File: config.mk
export PLATFORM = sky130hd
export DESIGN_NAME = uart_program_loader
export DESIGN_NICKNAME = d
export VERILOG_FILES = /design/src/rtl/uart_program_loader.sv
export SDC_FILE = /design/constraint.sdc
export NUM_CORES = 1
export LEC_CHECK = 0
export ABC_AREA = 0
export ABC_CLOCK_PERIOD_IN_PS = 2190
export CAP_MARGIN = 20
export CELL_PAD_IN_SITES_DETAIL_PLACEMENT = 1
export CELL_PAD_IN_SITES_GLOBAL_PLACEMENT = 1
export CORE_UTILIZATION = 42
export CTS_CLUSTER_SIZE = 30
export DETAILED_ROUTE_END_ITERATION = 6
export PLACE_DENSITY_LB_ADDON = 0.3
export SETUP_SLACK_MARGIN = 0.3
export SYNTH_ARGS = -nofsm -noshare
export SYNTH_HDL_FRONTEND = slang
export SYNTH_SLANG_ARGS = --single-unit
File: constraint.sdc
create_clock -name clk -period 2.19 [get_ports clk]
set_input_delay 0.438 -clock clk [delete_from_list [all_inputs] [get_ports clk]]
set_output_delay 0.438 -clock clk [all_outputs]
set_load 0.01 [all_outputs]
File: src/rtl/uart_program_loader.sv
// Boot loader: receives a length-prefixed program image over 8N1 UART, writes it to
// program memory as little-endian words and releases the CPU core once the image is complete.
module uart_program_loader #(
    parameter int CLK_FREQ_HZ = 100_000_000,
    parameter int BAUD_RATE   = 115_200,
    parameter int MAX_WORDS   = 1024
) (
    input  logic        clk,
    input  logic        reset_n,
    input  logic        io_rx,
    output logic        prog_write_enable,
    output logic [31:0] prog_byte_address,
    output logic [31:0] prog_write_data,
    output logic        cpu_reset_n,
    output logic        load_done,
    output logic        load_error
);

    localparam int CLKS_PER_BIT = CLK_FREQ_HZ / BAUD_RATE;
    localparam int HALF_BIT     = CLKS_PER_BIT / 2;
    localparam int CNT_W        = $clog2(CLKS_PER_BIT + 1);

    typedef enum logic [1:0] {R_IDLE, R_START, R_DATA, R_STOP} rx_state_t;
    typedef enum logic [2:0] {L_LEN_LO, L_LEN_HI, L_WORD, L_DONE, L_ERROR} ld_state_t;

    logic [1:0]       sync_r;
    logic             rx_s;
    rx_state_t        rx_state_r, rx_state_nxt;
    logic [CNT_W-1:0] baud_cnt_r;
    logic [2:0]       bit_cnt_r;
    logic [7:0]       shift_r;
    logic             byte_valid_r;
    logic             frame_err_r;
    logic             baud_clr_s, data_sample_s, byte_ok_s, frame_bad_s;
    logic             half_tick_s, bit_tick_s;

    ld_state_t        ld_state_r, ld_state_nxt;
    logic [7:0]       len_lo_r;
    logic [15:0]      len_r;
    logic [15:0]      len_full_s;
    logic [1:0]       byte_idx_r;
    logic [15:0]      word_idx_r;
    logic [23:0]      word_buf_r;
    logic             word_issue_s;
    logic             write_en_r;
    logic [31:0]      addr_r;
    logic [31:0]      data_r;
    logic             cpu_reset_n_r;
    logic             load_done_r;
    logic             load_error_r;

    assign rx_s       = sync_r[1];
    assign len_full_s = {shift_r, len_lo_r};

    // Two-flop synchronizer; resets to the idle-high line level so no false start is seen.
    always_ff @(posedge clk) begin
        if (!reset_n) begin
            sync_r <= 2'b11;
        end else begin
            sync_r <= {sync_r[0], io_rx};
        end
    end

    // Receiver state register.
    always_ff @(posedge clk) begin
        if (!reset_n) begin
            rx_state_r <= R_IDLE;
        end else begin
            rx_state_r <= rx_state_nxt;
        end
    end

    // Receiver next-state and sampling strobes.
    always_comb begin
        rx_state_nxt  = rx_state_r;
        baud_clr_s    = 1'b0;
        data_sample_s = 1'b0;
        byte_ok_s     = 1'b0;
        frame_bad_s   = 1'b0;
        half_tick_s   = (baud_cnt_r == CNT_W'(HALF_BIT - 1));
        bit_tick_s    = (baud_cnt_r == CNT_W'(CLKS_PER_BIT - 1));
        case (rx_state_r)
            R_IDLE: begin
                if (!rx_s) begin
                    rx_state_nxt = R_START;
                    baud_clr_s   = 1'b1;
                end else begin
                    rx_state_nxt = R_IDLE;
                end
            end
            R_START: begin
                if (half_tick_s) begin
                    baud_clr_s   = 1'b1;
                    rx_state_nxt = rx_s ? R_IDLE : R_DATA;
                end else begin
                    rx_state_nxt = R_START;
                end
            end
            R_DATA: begin
                if (bit_tick_s) begin
                    baud_clr_s    = 1'b1;
                    data_sample_s = 1'b1;
                    rx_state_nxt  = (bit_cnt_r == 3'd7) ? R_STOP : R_DATA;
                end else begin
                    rx_state_nxt = R_DATA;
                end
            end
            R_STOP: begin
                if (bit_tick_s) begin
                    baud_clr_s   = 1'b1;
                    rx_state_nxt = R_IDLE;
                    if (rx_s) begin
                        byte_ok_s = 1'b1;
                    end else begin
                        frame_bad_s = 1'b1;
                    end
                end else begin
                    rx_state_nxt = R_STOP;
                end
            end
            default: rx_state_nxt = R_IDLE;
        endcase
    end

    // Receiver datapath: baud counter restarts at every start detection, bits shift in LSB first.
    always_ff @(posedge clk) begin
        if (!reset_n) begin
            baud_cnt_r   <= {CNT_W{1'b0}};
            bit_cnt_r    <= 3'd0;
            shift_r      <= 8'h00;
            byte_valid_r <= 1'b0;
            frame_err_r  <= 1'b0;
        end else begin
            if (baud_clr_s || rx_state_r == R_IDLE) begin
                baud_cnt_r <= {CNT_W{1'b0}};
            end else begin
                baud_cnt_r <= baud_cnt_r + CNT_W'(1);
            end
            if (rx_state_r == R_START) begin
                bit_cnt_r <= 3'd0;
            end else if (data_sample_s) begin
                bit_cnt_r <= bit_cnt_r + 3'd1;
            end
            if (data_sample_s) begin
                shift_r <= {rx_s, shift_r[7:1]};
            end
            byte_valid_r <= byte_ok_s;
            frame_err_r  <= frame_bad_s;
        end
    end

    // Loader state register.
    always_ff @(posedge clk) begin
        if (!reset_n) begin
            ld_state_r <= L_LEN_LO;
        end else begin
            ld_state_r <= ld_state_nxt;
        end
    end

    // Loader next-state; completion waits for the final strobe so load_done trails it by one cycle.
    always_comb begin
        ld_state_nxt = ld_state_r;
        word_issue_s = 1'b0;
        case (ld_state_r)
            L_LEN_LO: begin
                if (frame_err_r) begin
                    ld_state_nxt = L_ERROR;
                end else if (byte_valid_r) begin
                    ld_state_nxt = L_LEN_HI;
                end else begin
                    ld_state_nxt = L_LEN_LO;
                end
            end
            L_LEN_HI: begin
                if (frame_err_r) begin
                    ld_state_nxt = L_ERROR;
                end else if (byte_valid_r) begin
                    if (len_full_s == 16'd0) begin
                        ld_state_nxt = L_DONE;
                    end else if ({1'b0, len_full_s} > 17'(MAX_WORDS)) begin
                        ld_state_nxt = L_ERROR;
                    end else begin
                        ld_state_nxt = L_WORD;
                    end
                end else begin
                    ld_state_nxt = L_LEN_HI;
                end
            end
            L_WORD: begin
                if (frame_err_r) begin
                    ld_state_nxt = L_ERROR;
                end else if (write_en_r && word_idx_r == len_r) begin
                    ld_state_nxt = L_DONE;
                end else if (byte_valid_r && byte_idx_r == 2'd3) begin
                    word_issue_s = 1'b1;
                    ld_state_nxt = L_WORD;
                end else begin
                    ld_state_nxt = L_WORD;
                end
            end
            L_DONE:  ld_state_nxt = L_DONE;
            L_ERROR: ld_state_nxt = L_ERROR;
            default: ld_state_nxt = L_ERROR;
        endcase
    end

    // Loader datapath: length capture, word assembly and the registered write port / status outputs.
    always_ff @(posedge clk) begin
        if (!reset_n) begin
            len_lo_r      <= 8'h00;
            len_r         <= 16'd0;
            byte_idx_r    <= 2'd0;
            word_idx_r    <= 16'd0;
            word_buf_r    <= 24'h000000;
            write_en_r    <= 1'b0;
            addr_r        <= 32'h0000_0000;
            data_r        <= 32'h0000_0000;
            cpu_reset_n_r <= 1'b0;
            load_done_r   <= 1'b0;
            load_error_r  <= 1'b0;
        end else begin
            if (ld_state_r == L_LEN_LO && byte_valid_r) begin
                len_lo_r <= shift_r;
            end
            if (ld_state_r == L_LEN_HI && byte_valid_r) begin
                len_r <= len_full_s;
            end
            if (ld_state_r == L_WORD && byte_valid_r && byte_idx_r != 2'd3) begin
                word_buf_r[{byte_idx_r, 3'b000} +: 8] <= shift_r;
            end
            if (ld_state_r == L_WORD && byte_valid_r) begin
                byte_idx_r <= byte_idx_r + 2'd1;
            end
            write_en_r <= word_issue_s;
            if (word_issue_s) begin
                data_r     <= {shift_r, word_buf_r};
                addr_r     <= {14'd0, word_idx_r, 2'b00};
                word_idx_r <= word_idx_r + 16'd1;
            end
            cpu_reset_n_r <= (ld_state_nxt == L_DONE);
            load_done_r   <= (ld_state_nxt == L_DONE);
            load_error_r  <= (ld_state_nxt == L_ERROR);
        end
    end

    assign prog_write_enable = write_en_r;
    assign prog_byte_address = addr_r;
    assign prog_write_data   = data_r;
    assign cpu_reset_n       = cpu_reset_n_r;
    assign load_done         = load_done_r;
    assign load_error        = load_error_r;

endmodule

# After elaboration in Yosys (flattened, before gate mapping)
# Cells that the tools add are included.
# Widths: inputs -> output; s select.
# totals
inputBits	3
romBits	0
n_memories	0
wordCells	82
latchBits	0
out_inout_bits	68
register_bits	147
mem_bits_rw	0
# op_classes
mux	27
n_shift	2
addsub	5
n_eq_ne	14
order_cmp	1
n_div	0
mul	0
n_reduce_logical	14
bitwise	1
# op_table
op	count
$bwmux 24	1
$shift 8x7->24 const A	1
$shiftx 8x7->24	1
$mux 3	6
$add 16x1->16 const B	1
$eq 16x16->1	1
$gt 16x11->1 const B	1
$logic_not 16->1	1
$mux 1	14
$pmux 3 s4	1
$add 10x1->10 const B	1
$eq 10x10->1 const B	1
$eq 10x9->1 const B	1
$eq 3x2->1 const B	3
$pmux 2 s4	1
$neg 5->7	1
$eq 2x2->1 const B	3
$eq 3x3->1 const B	2
$logic_and 1x1->1	6
$mux 2	3
$reduce_or 2->1	3
$add 3x1->3 const B	1
$eq 3x1->1 const B	1
$logic_not 3->1	1
8 further kinds	8

# Logic depth before layout (Yosys ltp)
# logic_depth
word_depth	7
ltp_mapped	9
mapped_depth_nobuf	7

# Worst setup path before layout
# No wires, ideal clock.
# synth_path
kind	register -> register
from	register ld_state_r[0]
to	register word_idx_r[13]
setup_time_ns	0.070
synth_period_minus_slack_ns	1.879
path_slack_ns	0.311
t_arrival_ns	1.809
path_buffers	1
path_stages_with_launch	8
required_ns	2.120
path_cell_list	dfxtp_1 > buf_6 > nand4bb_4 > nor3b_4 > and3_1 > o21ai_2 > or4_1 > a21oi_1
# synth_via
elab_chain_cells	2
# synth_lines
element	line	rtl
start, declared	37	ld_state_t ld_state_r, ld_state_nxt;
start signal, assigned	157	ld_state_r <= ld_state_nxt;
$eq 3x2->1	165	case (ld_state_r)
$mux 1	165	
end signal, assigned	239	word_idx_r <= word_idx_r + 16'd1;
end, declared	42	logic [15:0] word_idx_r;
# Every way passes these cells.
# A chain may end at the register's enable or synchronous reset.

# Worst setup path in the final report
# layout_path
from	register word_idx_r[6]
to	register addr_r[15], in the netlist prog_byte_address[15]
# layout_via
elab_chain_cells	5
# layout_lines
element	line	rtl
$eq 16x16->1	193	end else if (write_en_r && word_idx_r == len_r) begin
$logic_and 1x1->1	193	
$mux 1	193	
$mux 1	191	if (frame_err_r) begin
$mux 1	165	
end signal, assigned	238	addr_r <= {14'd0, word_idx_r, 2'b00};
end, declared	46	logic [31:0] addr_r;
# Every way passes these cells.

==> results.cfg <==
[synthesis]
netlist_area_um2 = 6020
ys_seq_area_share_pct = 48.9
synth_compound_area_share_pct = 12.0
ys_ff_latch = 147
ys_warn_count = 0
syn_inst = 731
synth-xor-area-share_pct = 3.78
synth_edf_count = 0
synth.area.mux_share_pct = 2.99
synth_cell_type_count = 39
async_flop_share_pct = 0
yosys.area_share.simple_pct = 24.0
synth_flop_cell = dfxtp_1
synth_fa_ha_area_share_pct = 2.08
synth_area_per_cell_um2 = 8.24
synth_top_family_by_area = simple AND/OR/NAND/NOR gates

[timing]
worst_slack_ns = -0.168
rsz0062_at_grt = true
setup_violations = 57
max_freq_mhz = 424
holdWs_ns = 0.413
hold_viol = 0
worst_pin_slew_ns = 0.584
fin_skew_ns = 0.0144
finalCritPeriodShare_pct = 108
post-route-min-period_ns = 2.36
slew_headroom_pct = 61.0
finalSetupTns_ns = -4.76
drv_slew = 0

[layout]
drive_gt1_share_pct = 20.5
nets = 831
final_area_um2 = 8270
fin_util_pct = 59.4
area_growth_pct = 37.3
final_cell_mix = nand2_1, dfxtp_1, a21oi_1, clkdlybuf4s50_1
mostFrequentLayoutCell = nand2_1
diodes = 0

[clock_tree]
h-tree-depth = 4
numCtsBuffers = 17
path_clk_slew_ns = 0.07
cts_hold_buf = 0
clock_latency_ns = 0.44
cts_tree = done
clockBufferDepth = 2
clock_sinks = 147
clockRootBuffer = clkbuf_16

[power]
finalPower_mw = 5.79
power.density_nw_per_um2 = 700
cellLeakagePower_nw = 2.97
clkPwrFrac_pct = 51.7
swShare_pct = 22.4
max-vdd-ir-drop_mv = 0.520
p_sw_mw = 1.30
internal_power_mw = 4.49
pwr-share-seq_pct = 46.3
combPwrFrac_pct = 2.0

[setup_path]
crit_type = flop to flop
critPathRequiredTime_ns = 2.51
arrival_ns = 2.67
r2r_cells = 9
cp-end-kind = flop
crit_fanout = 18
critPathLaunchType = flop

[routing]
wire_per_inst_um = 20.8
route.detailed.drc = 0
antenna_left = 0
vias = 5704
wirelength_mm = 21.1
drt_pre_antenna_iters = 4
drt_iter0_markers = 423
avgViaCountPerCell = 5.64

[die]
io_pins = 71
die_w_um = 122
core_um2 = 13900
initial_core_util_pct = 43.2
die-area_um2 = 14800
dieHeight_um = 122
num_rows = 43

[hold_path]
holdPathStages = 1
hold_class = flop to flop

[global_routing]
track_usage_pct = 24.4
grt_pass1_wl_mm = 27.8
overflow = 0
grt_start_max_net_pins = 37
antenna_found_initial = 0
grt_pass1_vias = 5459

[run]
cap_violations = 0

[place]
dp_hpwl_mm = 11.0
post_dp_cell_area_um2 = 6820
io_buffers = 54
place_congestion = 0.858

[status]
violations = setup timing
status = complete, but fails checks
-- cell usage after synthesis, drive strengths merged, types with 4 or more instances --
| cell type | instances | share of area (%) |
|---|---|---|
| nand2 | 175 | 11 |
| dfxtp | 147 | 49 |
| a21oi | 97 | 8.1 |
| nand3 | 47 | 3.9 |
| nor2 | 39 | 2.4 |
| clkbuf | 34 | 2.1 |
| buf | 28 | 3.3 |
| o21ai | 19 | 1.7 |
| mux2i | 18 | 3.0 |
| xor2 | 18 | 2.6 |
| inv | 14 | 0.87 |
| nor3 | 12 | 1.0 |
| nor4 | 11 | 1.1 |
| ha | 10 | 2.1 |
| nand2b | 10 | 1.0 |
| xnor2 | 8 | 1.2 |
| nand4 | 6 | 0.62 |
| nor3b | 5 | 0.81 |
| or4 | 5 | 0.62 |
| o31ai | 4 | 0.50 |
-- state kept, by name, summed over array words and instances, names as in the netlist --
| name | cells |
|---|---|
| prog_write_data | 32 |
| word_buf_r | 24 |
| len_r | 16 |
| prog_byte_address | 16 |
| word_idx_r | 16 |
| baud_cnt_r | 10 |
| len_lo_r | 8 |
| shift_r | 8 |
| bit_cnt_r | 3 |
| ld_state_r | 3 |
| byte_idx_r | 2 |
| rx_state_r | 2 |
| sync_r | 2 |
| byte_valid_r | 1 |
| frame_err_r | 1 |
| load_done | 1 |
| load_error | 1 |
| prog_write_enable | 1 |
-- cell type report --
| cell class | count | area [um2] |
|---|---|---|
| inverters | 14 | 52.6 |
| fillers | 1578 | 5660 |
| flip-flops and latches | 147 | 2970 |
| repair buffers | 113 | 1310 |
| clock inverters | 14 | 164 |
| clock buffers | 18 | 429 |
| well taps | 180 | 225 |
| multi-input cells | 525 | 3110 |
-- worst paths after layout --
| path | start | end | slack [ns] |
|---|---|---|---|
| setup / recovery | word_idx_r[6] | prog_byte_address[15] | -0.17 |
| hold / removal | sync_r[0] | sync_r[1] | 0.41 |
| setup reg to reg | word_idx_r[6] | prog_byte_address[15] | -0.17 |
| hold reg to reg | sync_r[0] | sync_r[1] | 0.41 |
-- what timing repair did --
item / in CTS / in global routing
gates resized for setup: 37 / 81
endpoints found under the setup margin: 71 / 93
setup buffers: 10 / 10
pin swaps: 13 / 34
cloned: 5 / 8
-- worst max-delay path, cell delays in order (launching register included) --
cell and delay (ns):
dfxtp_1 0.35, xor2_1 0.18, nor4_1 0.45, nand4_1 0.24
buf_6 0.20, buf_4 0.14, o21a_4 0.26, clkbuf_16 0.21
nand2_1 0.11, a21oi_1 0.08
-- cell families (layout without fill, tap and decap cells) --
kind of cell               count (synthesis)  in the layout
DFF                                      147            147
and+or+nand+nor                          320            320
other                                      1             16
adders and majority gates                 10             10
xor gates and xnor gates                  26             26
AOI/OAI and AO/OA                        133            135
buffers and inverters                     76            159
muxes                                     18             18
-- power groups by stage --
stage | registers (mW) | logic, mW | clock network [mW]
2_1_floorplan | 2.74 | 0.0844 | 0
3_3_place_gp | 2.74 | 0.101 | 0
3_5_place_dp | 2.74 | 0.104 | 0
4_1_cts | 2.68 | 0.107 | 2.99
5_1_grt | 2.68 | 0.124 | 3.15
6_report | 2.68 | 0.115 | 2.99
-- through the flow --
stage | instances | worst slack [ns]
4_1_cts | 993 | 0.158
3_3_place_gp | 946 | 0.0948
5_1_grt | 1011 | -0.183
6_report | 1011 | -0.168
3_5_place_dp | 946 | 0.0773
2_1_floorplan | 746 | 0.311
-- layer usage --
layer	up-vias	wire length, um	global-route usage [%]
met1	2897	8740	28.6
met2	155	10900	43.5
met4	0	631	9.49
met5	-	0	0
li1	2603	-	-
met3	49	749	4.73
Note: power is estimated with default switching activity, not from simulation.
